<file path="src/rtl/inst_fetch.sv">
// Instruction fetch front end: issues PC reads to instruction memory on a credit basis and
// buffers returned words in an in-order FIFO. Flush discards buffered and in-flight fetches.
module inst_fetch #(
  parameter int DEPTH = 2
) (
  input  logic        clk,
  input  logic        rst,
  input  logic [31:0] pc_in,
  input  logic        pc_valid,
  output logic        pc_ready,
  input  logic        flush,
  output logic        imem_req,
  output logic [31:0] imem_addr,
  input  logic        imem_rvalid,
  input  logic [31:0] imem_rdata,
  output logic        inst_valid,
  input  logic        inst_ready,
  output logic [31:0] inst_out,
  output logic [31:0] inst_pc
);

  localparam int PTR_W = (DEPTH > 1) ? $clog2(DEPTH) : 1;
  localparam int CNT_W = PTR_W + 1;
  localparam logic [CNT_W:0] DEPTH_C = (CNT_W + 1)'(DEPTH);

  logic [CNT_W-1:0] outstanding;
  logic [CNT_W-1:0] drop_cnt;
  logic [CNT_W-1:0] fifo_count;
  logic [PTR_W-1:0] tag_wr;
  logic [PTR_W-1:0] tag_rd;
  logic [PTR_W-1:0] fifo_wr;
  logic [PTR_W-1:0] fifo_rd;

  logic [31:0] tag_mem   [DEPTH];
  logic [31:0] fifo_pc   [DEPTH];
  logic [31:0] fifo_word [DEPTH];

  logic accept;
  logic resp;
  logic push;
  logic pop;

  // Credits cover both buffered words and requests still in flight, so the FIFO cannot overflow.
  assign pc_ready  = rst & ~flush & (({1'b0, fifo_count} + {1'b0, outstanding}) < DEPTH_C);
  assign accept    = pc_valid & pc_ready;
  assign imem_req  = accept;
  assign imem_addr = accept ? pc_in : 32'd0;

  assign resp = imem_rvalid & (outstanding != '0);
  assign push = rst & resp & ~flush & (drop_cnt == '0);

  assign inst_valid = rst & (fifo_count != '0);
  assign inst_out   = inst_valid ? fifo_word[fifo_rd] : 32'd0;
  assign inst_pc    = inst_valid ? fifo_pc[fifo_rd] : 32'd0;
  assign pop        = inst_valid & inst_ready & ~flush;

  always_ff @(posedge clk) begin
    if (!rst) begin
      outstanding <= '0;
      drop_cnt    <= '0;
      fifo_count  <= '0;
      tag_wr      <= '0;
      tag_rd      <= '0;
      fifo_wr     <= '0;
      fifo_rd     <= '0;
    end else begin
      case ({accept, resp})
        2'b10:   outstanding <= outstanding + CNT_W'(1);
        2'b01:   outstanding <= outstanding - CNT_W'(1);
        default: outstanding <= outstanding;
      endcase
      if (accept) tag_wr <= tag_wr + PTR_W'(1);
      if (resp)   tag_rd <= tag_rd + PTR_W'(1);

      if (flush) begin
        // Everything still in flight after this edge must be dropped on return.
        drop_cnt   <= resp ? (outstanding - CNT_W'(1)) : outstanding;
        fifo_count <= '0;
        fifo_wr    <= '0;
        fifo_rd    <= '0;
      end else begin
        if (resp && drop_cnt != '0) drop_cnt <= drop_cnt - CNT_W'(1);
        if (push) fifo_wr <= fifo_wr + PTR_W'(1);
        if (pop)  fifo_rd <= fifo_rd + PTR_W'(1);
        case ({push, pop})
          2'b10:   fifo_count <= fifo_count + CNT_W'(1);
          2'b01:   fifo_count <= fifo_count - CNT_W'(1);
          default: fifo_count <= fifo_count;
        endcase
      end
    end
  end

  // Storage arrays carry no reset; validity is tracked by the pointers and counts above.
  always_ff @(posedge clk) begin
    if (accept) tag_mem[tag_wr] <= pc_in;
    if (push) begin
      fifo_pc[fifo_wr]   <= tag_mem[tag_rd];
      fifo_word[fifo_wr] <= imem_rdata;
    end
  end

endmodule

</file>
<file path="config.mk">
export PLATFORM = sky130hd
export DESIGN_NAME = inst_fetch
export DESIGN_NICKNAME = d
export VERILOG_FILES = /design/src/rtl/inst_fetch.sv
export SDC_FILE = /design/constraint.sdc
export NUM_CORES = 1
export LEC_CHECK = 0
export CORE_ASPECT_RATIO = 2
export CORE_MARGIN = 3
export CORE_UTILIZATION = 40
export CTS_BUF_LIST = sky130_fd_sc_hd__clkbuf_4
export CTS_CLUSTER_SIZE = 20
export DETAILED_ROUTE_END_ITERATION = 10
export PLACE_DENSITY = 0.73
export SETUP_SLACK_MARGIN = 0.2
export SYNTH_ARGS = -nofsm -noshare
export SYNTH_HDL_FRONTEND = slang
export SYNTH_SLANG_ARGS = --single-unit
</file>
<file path="constraint.sdc">
create_clock -name clk -period 7.2 [get_ports clk]
set_input_delay 1.08 -clock clk [delete_from_list [all_inputs] [get_ports clk]]
set_output_delay 1.08 -clock clk [all_outputs]
set_load 0.02 [all_outputs]
</file>
==> run_results.csv, run 1 <==
group,metric,value,unit
status,outcome,"finished, final reports clean",
drt,detail-route-antenna-nets,0,
die,io_pins,169,
yosys,avgSynthCellArea,16.58,um^2
worst_setup_path,crit_chain,"clkdlybuf4s50_1 > nor4b_4 > buf_4 > and3_1 > clkdlybuf4s50_1",
yosys,synth_warnings,0,
final_layout,multi_input_area,1851,um^2
cts,cts_made_buffers,43,
worst_setup_path,endpoint_kind,"output port",
yosys,syn_area,7973,um^2
cts,cts_max_level,2,
min_path,hold_start,"fifo_rd$_SDFFE_PP0P_",
placed_design,place_congestion,0.7537,
final_layout,drive_gt1_share,14.35,%
yosys,syn_nets,556,
cts,cts.sinks,204,
worst_setup_path,reg2reg_from,"fifo_count[0]$_SDFFE_PP0P_",
sta,worstMarginPinSlew,1104,ps
sta,finalSetupViolCount,0,
worst_setup_path,critPathKind,"in -> out",
placed_design,portBuffers,168,
placed_design,hpwl,10580,um
sta,period_needed,4688,ps
yosys,yosysSeqAreaShare,75.33,%
final_layout,final_cell_mix,"192 x edfxtp_1, 168 x clkdlybuf4s50_1, 69 x nor2_1, 66 x mux2i_1, 50 x clkbuf_4",
grt,grt-ovfl-total,0,
drt,vias,4637,
drt,wl,15810,um
worst_setup_path,timing.rr.end,"tag_mem[0][9]$_DFFE_PP_",
cts,insertion_delay,610,ps
power_and_ir_drop,switchingPower,0.0005276,W
flow_run,cap_violations,0,
worst_setup_path,startpoint_type,"input port",
sta,hold_viol_final,0,
worst_setup_path,crit_top_cell,"clkdlybuf4s50_1",
drt,via_per_inst,4.810,
power_and_ir_drop,intPower,0.001787,W
cts,cts.clk_slew.worst_paths,60,ps
min_path,hold_path_class,"reg -> reg",
final_layout,final.fill_count,1652,
yosys,postSynthCellCount,481,
yosys,synthDistinctLibCells,31,
grt,grt_max_degree,66,
cts,clock_path_buffers,3,
drt,first_pass_iters,5,
sta,fin_crit_sh,65.11,%
sta,max_freq,213.3,MHz
sta,finalSetupTns,0,ps
drt,drcViolationCount,0,
power_and_ir_drop,vdd_drop_max,151.7,uV
power_and_ir_drop,p_total,0.002315,W
grt,grt_pass1_wl,25040,um
cts,post_cts_resized,0,
worst_setup_path,timing.critical_path.arrival,3610,ps
power_and_ir_drop,power.share.clock,32.2,%
cts,post-cts-setup-buffer-count,0,
die,row_count,72,
sta,slew_headroom,26.37,%
die,dieHeight,205.7,um
final_layout,final_common_cell,"edfxtp_1",
power_and_ir_drop,power.density,222.1,nW/um^2
worst_setup_path,crit_fanout,24,
sta,rsz0062_at_grt,"false",
sta,slew_viol_final,0,
worst_setup_path,crit_path_start,"rst",
yosys,ys_ff_latch,204,
die,coreArea,19460,um^2
worst_setup_path,slowest_delay,740,ps
cts,tritoncts,"built",
grt,grt_pass1_vias,4897,
power_and_ir_drop,combPwrFrac,9.3,%
grt,track_usage,14.71,%
final_layout,syn_to_final_growth,30.74,%
worst_setup_path,cpMaxStageDelayCell,"clkdlybuf4s50_1",
drt,drtIter0Drc,225,
power_and_ir_drop,leakagePower,3.425,nW
die,die_w,105.8,um
die,dieArea,21760,um^2
cts,cts-root-buf,"clkbuf_4",
power_and_ir_drop,switching_share,22.79,%
worst_setup_path,cp.required,6120,ps
final_layout,ff_latch_area,6010,um^2
sta,skew,21.45,ps
drt,avgRoutedWirePerCell,16.40,um
worst_setup_path,r2r_slack,3830,ps
power_and_ir_drop,seq_power_share,58.5,%
die,start_util,40.97,%
final_layout,final_nets,749,
worst_setup_path,r2r_cells,7,
worst_setup_path,endpoint,"imem_addr[10]",
grt,antenna_found_initial,1,
cts,hold_buffers,0,
-- power by group through the flow --
stage	clock network, W	registers [W]	logic, W
global route	0.000836	0.00136	0.000235
finish	0.000746	0.00135	0.000215
CTS	0.000780	0.00135	0.000217
global placement	0	0.00138	0.000205
detailed placement	0	0.00138	0.000216
floorplan	0	0.00138	0.000124
-- critical path: cells and delay by family --
family	cells	cell delay (ps)
buf+inv	3	1720
simple gates	2	790
-- logic make-up (layout without fill, tap and decap cells) --
group                    Yosys count  in the layout  synth area share [%]
AO/OA/AOI/OAI                      8              8                0.5807
XOR/XNOR                           7              7                0.7690
flip-flops                       204            204                 75.33
buffers and inverters             34            257                 1.883
multiplexers                      99             99                 12.95
other                              0              1                     0
AND/OR/NAND/NOR                  124            124                 7.612
adder cells (fa/ha/maj)            5              5                0.8789
-- final cells by class --
cell class / count / area share, %
diodes: 1 / 0.02401
clock buffers: 50 / 3.601
clock inverters: 25 / 1.008
inverters: 8 / 0.2881
multi-input cells: 243 / 17.75
flip-flops and latches: 204 / 57.65
well taps: 259 / 3.109
repair buffers: 174 / 16.56
-- state kept, by name, indices dropped and copies added, names as in the netlist, named ones only --
name / flops
fifo_word: 64
tag_wr: 1
fifo_rd: 1
fifo_pc: 64
drop_cnt: 2
tag_rd: 1
fifo_wr: 1
tag_mem: 64
fifo_count: 2
outstanding: 2
-- metrics by stage --
step	area, um^2	setup WS (ps)	instances	util, %	hold slack, ps
2_1_floorplan	7973	2422	481	-	445.9
5_1_grt	10420	2394	964	53.57	531.4
6_report	10420	2512	964	53.57	514.5
4_1_cts	10420	2495	963	53.56	516.7
3_3_place_gp	9941	2706	888	51.09	490.7
3_5_place_dp	9941	2499	888	51.09	501.9
-- cell usage after synthesis --
library cell,count,area (um^2)
nand4b_1,1,8.760
edfxtp_1,192,5766
a21o_1,1,7.510
mux2i_1,66,660.6
nand2_1,4,15.01
clkbuf_1,8,30.03
nor2_1,72,270.3
and2_1,5,31.28
buf_2,18,90.09
ha_1,4,50.05
nand3_1,1,5.000
nand2b_1,1,6.260
o22ai_1,1,6.260
nor3b_1,1,7.510
inv_1,7,26.28
inv_2,1,3.750
nor4b_4,1,23.77
mux2_1,2,22.52
fa_1,1,20.02
or3_1,1,6.260
and3_1,33,206.5
xor2_1,3,26.28
dfxtp_1,12,240.2
nor2b_1,2,12.51
xnor2_1,4,35.03
a21oi_1,1,5.000
nand4_1,1,6.260
o211ai_1,1,7.510
and2_2,1,7.510
mux2_2,31,349.1
o21ai_0,4,20.02
-- how the worst min path moves through the flow --
stage	end	cells past startpoint
6_report	fifo_rd$_SDFFE_PP0P_	2
5_1_grt	fifo_wr$_SDFFE_PP0N_	1
4_1_cts	fifo_rd$_SDFFE_PP0P_	2
3_5_place_dp	fifo_rd$_SDFFE_PP0P_	2
3_3_place_gp	fifo_rd$_SDFFE_PP0P_	2
2_1_floorplan	tag_wr$_SDFFE_PN0N_	1
-- layer usage --
metal / GRT usage (%) / vias to the layer above / share of wire [%] / wire length (um)
li1: - / 2208 / - / -
met1: 14.85 / 2218 / 35 / 5491
met2: 27.28 / 164 / 55 / 8752
met3: 3.234 / 47 / 5.3 / 833
met4: 8.708 / 0 / 4.6 / 729
met5: 0 / - / 0 / 0
No activity file was read; power rests on OpenSTA's default activity.
==> inputs of run 2 (changes only) <==
Clock period 7.2 ns to 4.7 ns, I/O delays scaled along.
==> run_results.csv, run 2 (same netlist as run 1, synthesis figures left out) <==
group,metric,value,unit
min_path,hold_start,"fifo_rd$_SDFFE_PP0P_",
drt,drtIter0Drc,228,
final_layout,post-route-util,53.90,%
final_layout,final_cell_count_no_fill,962,
power_and_ir_drop,leakagePower,3.466,nW
power_and_ir_drop,power.share.clock,33.6,%
worst_setup_path,cpMaxStageDelayCell,"nor4b_4",
worst_setup_path,endpoint_kind,"output port",
final_layout,final_cell_mix,"192 x edfxtp_1, 168 x clkdlybuf4s50_1, 69 x nor2_1, 66 x mux2i_1, 53 x clkbuf_4",
drt,wl,15580,um
power_and_ir_drop,seq_power_share,57.2,%
die,dieHeight,205.7,um
worst_setup_path,crit_chain,"and2_1 > fa_1 > nor4b_4 > buf_4 > and3_1 > clkdlybuf4s50_1",
cts,post_cts_resized,0,
grt,grt_pass1_vias,4753,
cts,cts_max_level,2,
worst_setup_path,slowest_delay,620,ps
die,start_util,40.97,%
worst_setup_path,crit_fanout,16,
drt,first_pass_iters,4,
final_layout,syn_to_final_growth,31.56,%
grt,grt_max_degree,65,
die,dieArea,21760,um^2
worst_setup_path,r2r_cells,6,
sta,hold_ws,509.3,ps
placed_design,dpl.cell_count,889,
sta,finalSetupViolCount,0,
placed_design,place_congestion,0.7580,
sta,rsz0062_at_grt,"false",
die,die_w,105.8,um
status,outcome,"finished, final reports clean",
cts,insertion_delay,610,ps
sta,skew,40.17,ps
drt,avgRoutedWirePerCell,16.19,um
final_layout,drive_gt1_share,15.67,%
cts,tritoncts,"built",
grt,grt_use_met1,15.21,%
worst_setup_path,reg2reg_from,"fifo_count[0]$_SDFFE_PP0P_",
die,coreArea,19460,um^2
power_and_ir_drop,switching_share,22.23,%
die,io_pins,169,
grt,track_usage,14.35,%
die,row_count,72,
cts,clock_path_buffers,3,
worst_setup_path,cp.required,3990,ps
grt,grtUsageMet2,26.96,%
worst_setup_path,r2r_slack,1520,ps
grt,antenna_found_initial,1,
power_and_ir_drop,combPwrFrac,9.2,%
sta,worstMarginPinSlew,1110,ps
drt,drcViolationCount,0,
cts,cts_made_buffers,42,
power_and_ir_drop,vdd_drop_max,185.9,uV
sta,slew_headroom,26.00,%
power_and_ir_drop,intPower,0.002819,W
drt,vias,4532,
grt,grt_busiest_layer,"met2",
worst_setup_path,critPathKind,"reg -> out",
cts,post-cts-setup-buffer-count,0,
sta,fin_crit_sh,87.93,%
final_layout,final_common_cell,"edfxtp_1",
grt,grt_pass1_wl,24550,um
grt,grt-ovfl-total,0,
min_path,whs_path_depth,2,
sta,max_freq,242.0,MHz
sta,hold_viol_final,0,
final_layout,top_regs,"fifo_pc: 64 flops, fifo_word: 64 flops, tag_mem: 64 flops",
worst_setup_path,timing.rr.end,"tag_mem[0][13]$_DFFE_PP_",
worst_setup_path,startpoint_type,"flip-flop",
drt,detail-route-antenna-nets,0,
cts,cts.sinks,204,
placed_design,portBuffers,168,
sta,period_needed,4132,ps
drt,via_per_inst,4.711,
grt,grtUsageMet3,2.575,%
power_and_ir_drop,p_total,0.003625,W
power_and_ir_drop,power.density,345.6,nW/um^2
power_and_ir_drop,switchingPower,0.0008058,W
min_path,hold_path_class,"reg -> reg",
flow_run,cap_violations,0,
placed_design,hpwl,10720,um
sta,slew_viol_final,0,
cts,hold_buffers,0,
sta,finalSetupTns,0,ps
cts,cts.clk_slew.worst_paths,70,ps
cts,cts-root-buf,"clkbuf_4",
worst_setup_path,timing.critical_path.arrival,3430,ps
final_layout,final_nets,749,
run 2: cell count changes in the layout (fill, tap and decap cells not counted), sizes merged:
| cell | previous run | this run |
|---|---|---|
| bufinv | 0 | 1 |
| clkinv | 22 | 16 |
| buf | 6 | 7 |
| clkinvlp | 2 | 1 |
| clkbuf | 50 | 53 |
run 2: power groups by stage:
stage / registers (W) / logic (W) / clock network [W]
2_1_floorplan: 0.00211 / 0.000190 / 0
3_3_place_gp: 0.00211 / 0.000316 / 0
3_5_place_dp: 0.00211 / 0.000335 / 0
4_1_cts: 0.00207 / 0.000338 / 0.00127
5_1_grt: 0.00208 / 0.000364 / 0.00134
6_report: 0.00207 / 0.000332 / 0.00122
run 2: worst max-delay path by stage:
stage	startpoint	endpoint	slack, ps	cells after the start
finish	fifo_count[0]$_SDFFE_PP0P_	imem_addr[7]	570	6
global route	fifo_count[0]$_SDFFE_PP0P_	imem_addr[5]	340	6
CTS	fifo_count[0]$_SDFFE_PP0P_	imem_addr[7]	450	6
detailed placement	rst	imem_addr[7]	820	5
global placement	rst	imem_addr[7]	910	5
floorplan	imem_rvalid	fifo_pc[0][0]$_DFFE_PP_	300	4
run 2: layout make-up:
type	instances	area [um^2]
Fill cell	1644	8970
Clock buffer	53	397.9
Inverter	8	30.03
Antenna cell	1	2.502
Multi-Input combinational cell	243	1851
Tap cell	259	324.1
Clock inverter	19	115.1
Sequential cell	204	6010
Timing Repair Buffer	175	1759
run 2: worst max-delay path: cells and delay by family, from the launching register on:
kind,cells,cell delay (ps)
adder cells (fa/ha/maj),1,470
buffers and inverters,2,890
flip-flops,1,460
AND/OR/NAND/NOR,3,980
run 2: through the flow:
step	area (um^2)	setup WS [ps]
2_1_floorplan	7973	297.4
3_5_place_dp	9973	820.9
3_3_place_gp	9973	909.9
5_1_grt	10490	340.8
6_report	10490	567.5
4_1_cts	10490	446.4
run 2: routing by layer:
| metal | share of wire, % | vias up |
|---|---|---|
| met5 | 0 | - |
| met1 | 36 | 2143 |
| li1 | - | 2198 |
| met3 | 4.8 | 40 |
| met2 | 56 | 151 |
| met4 | 3.6 | 0 |
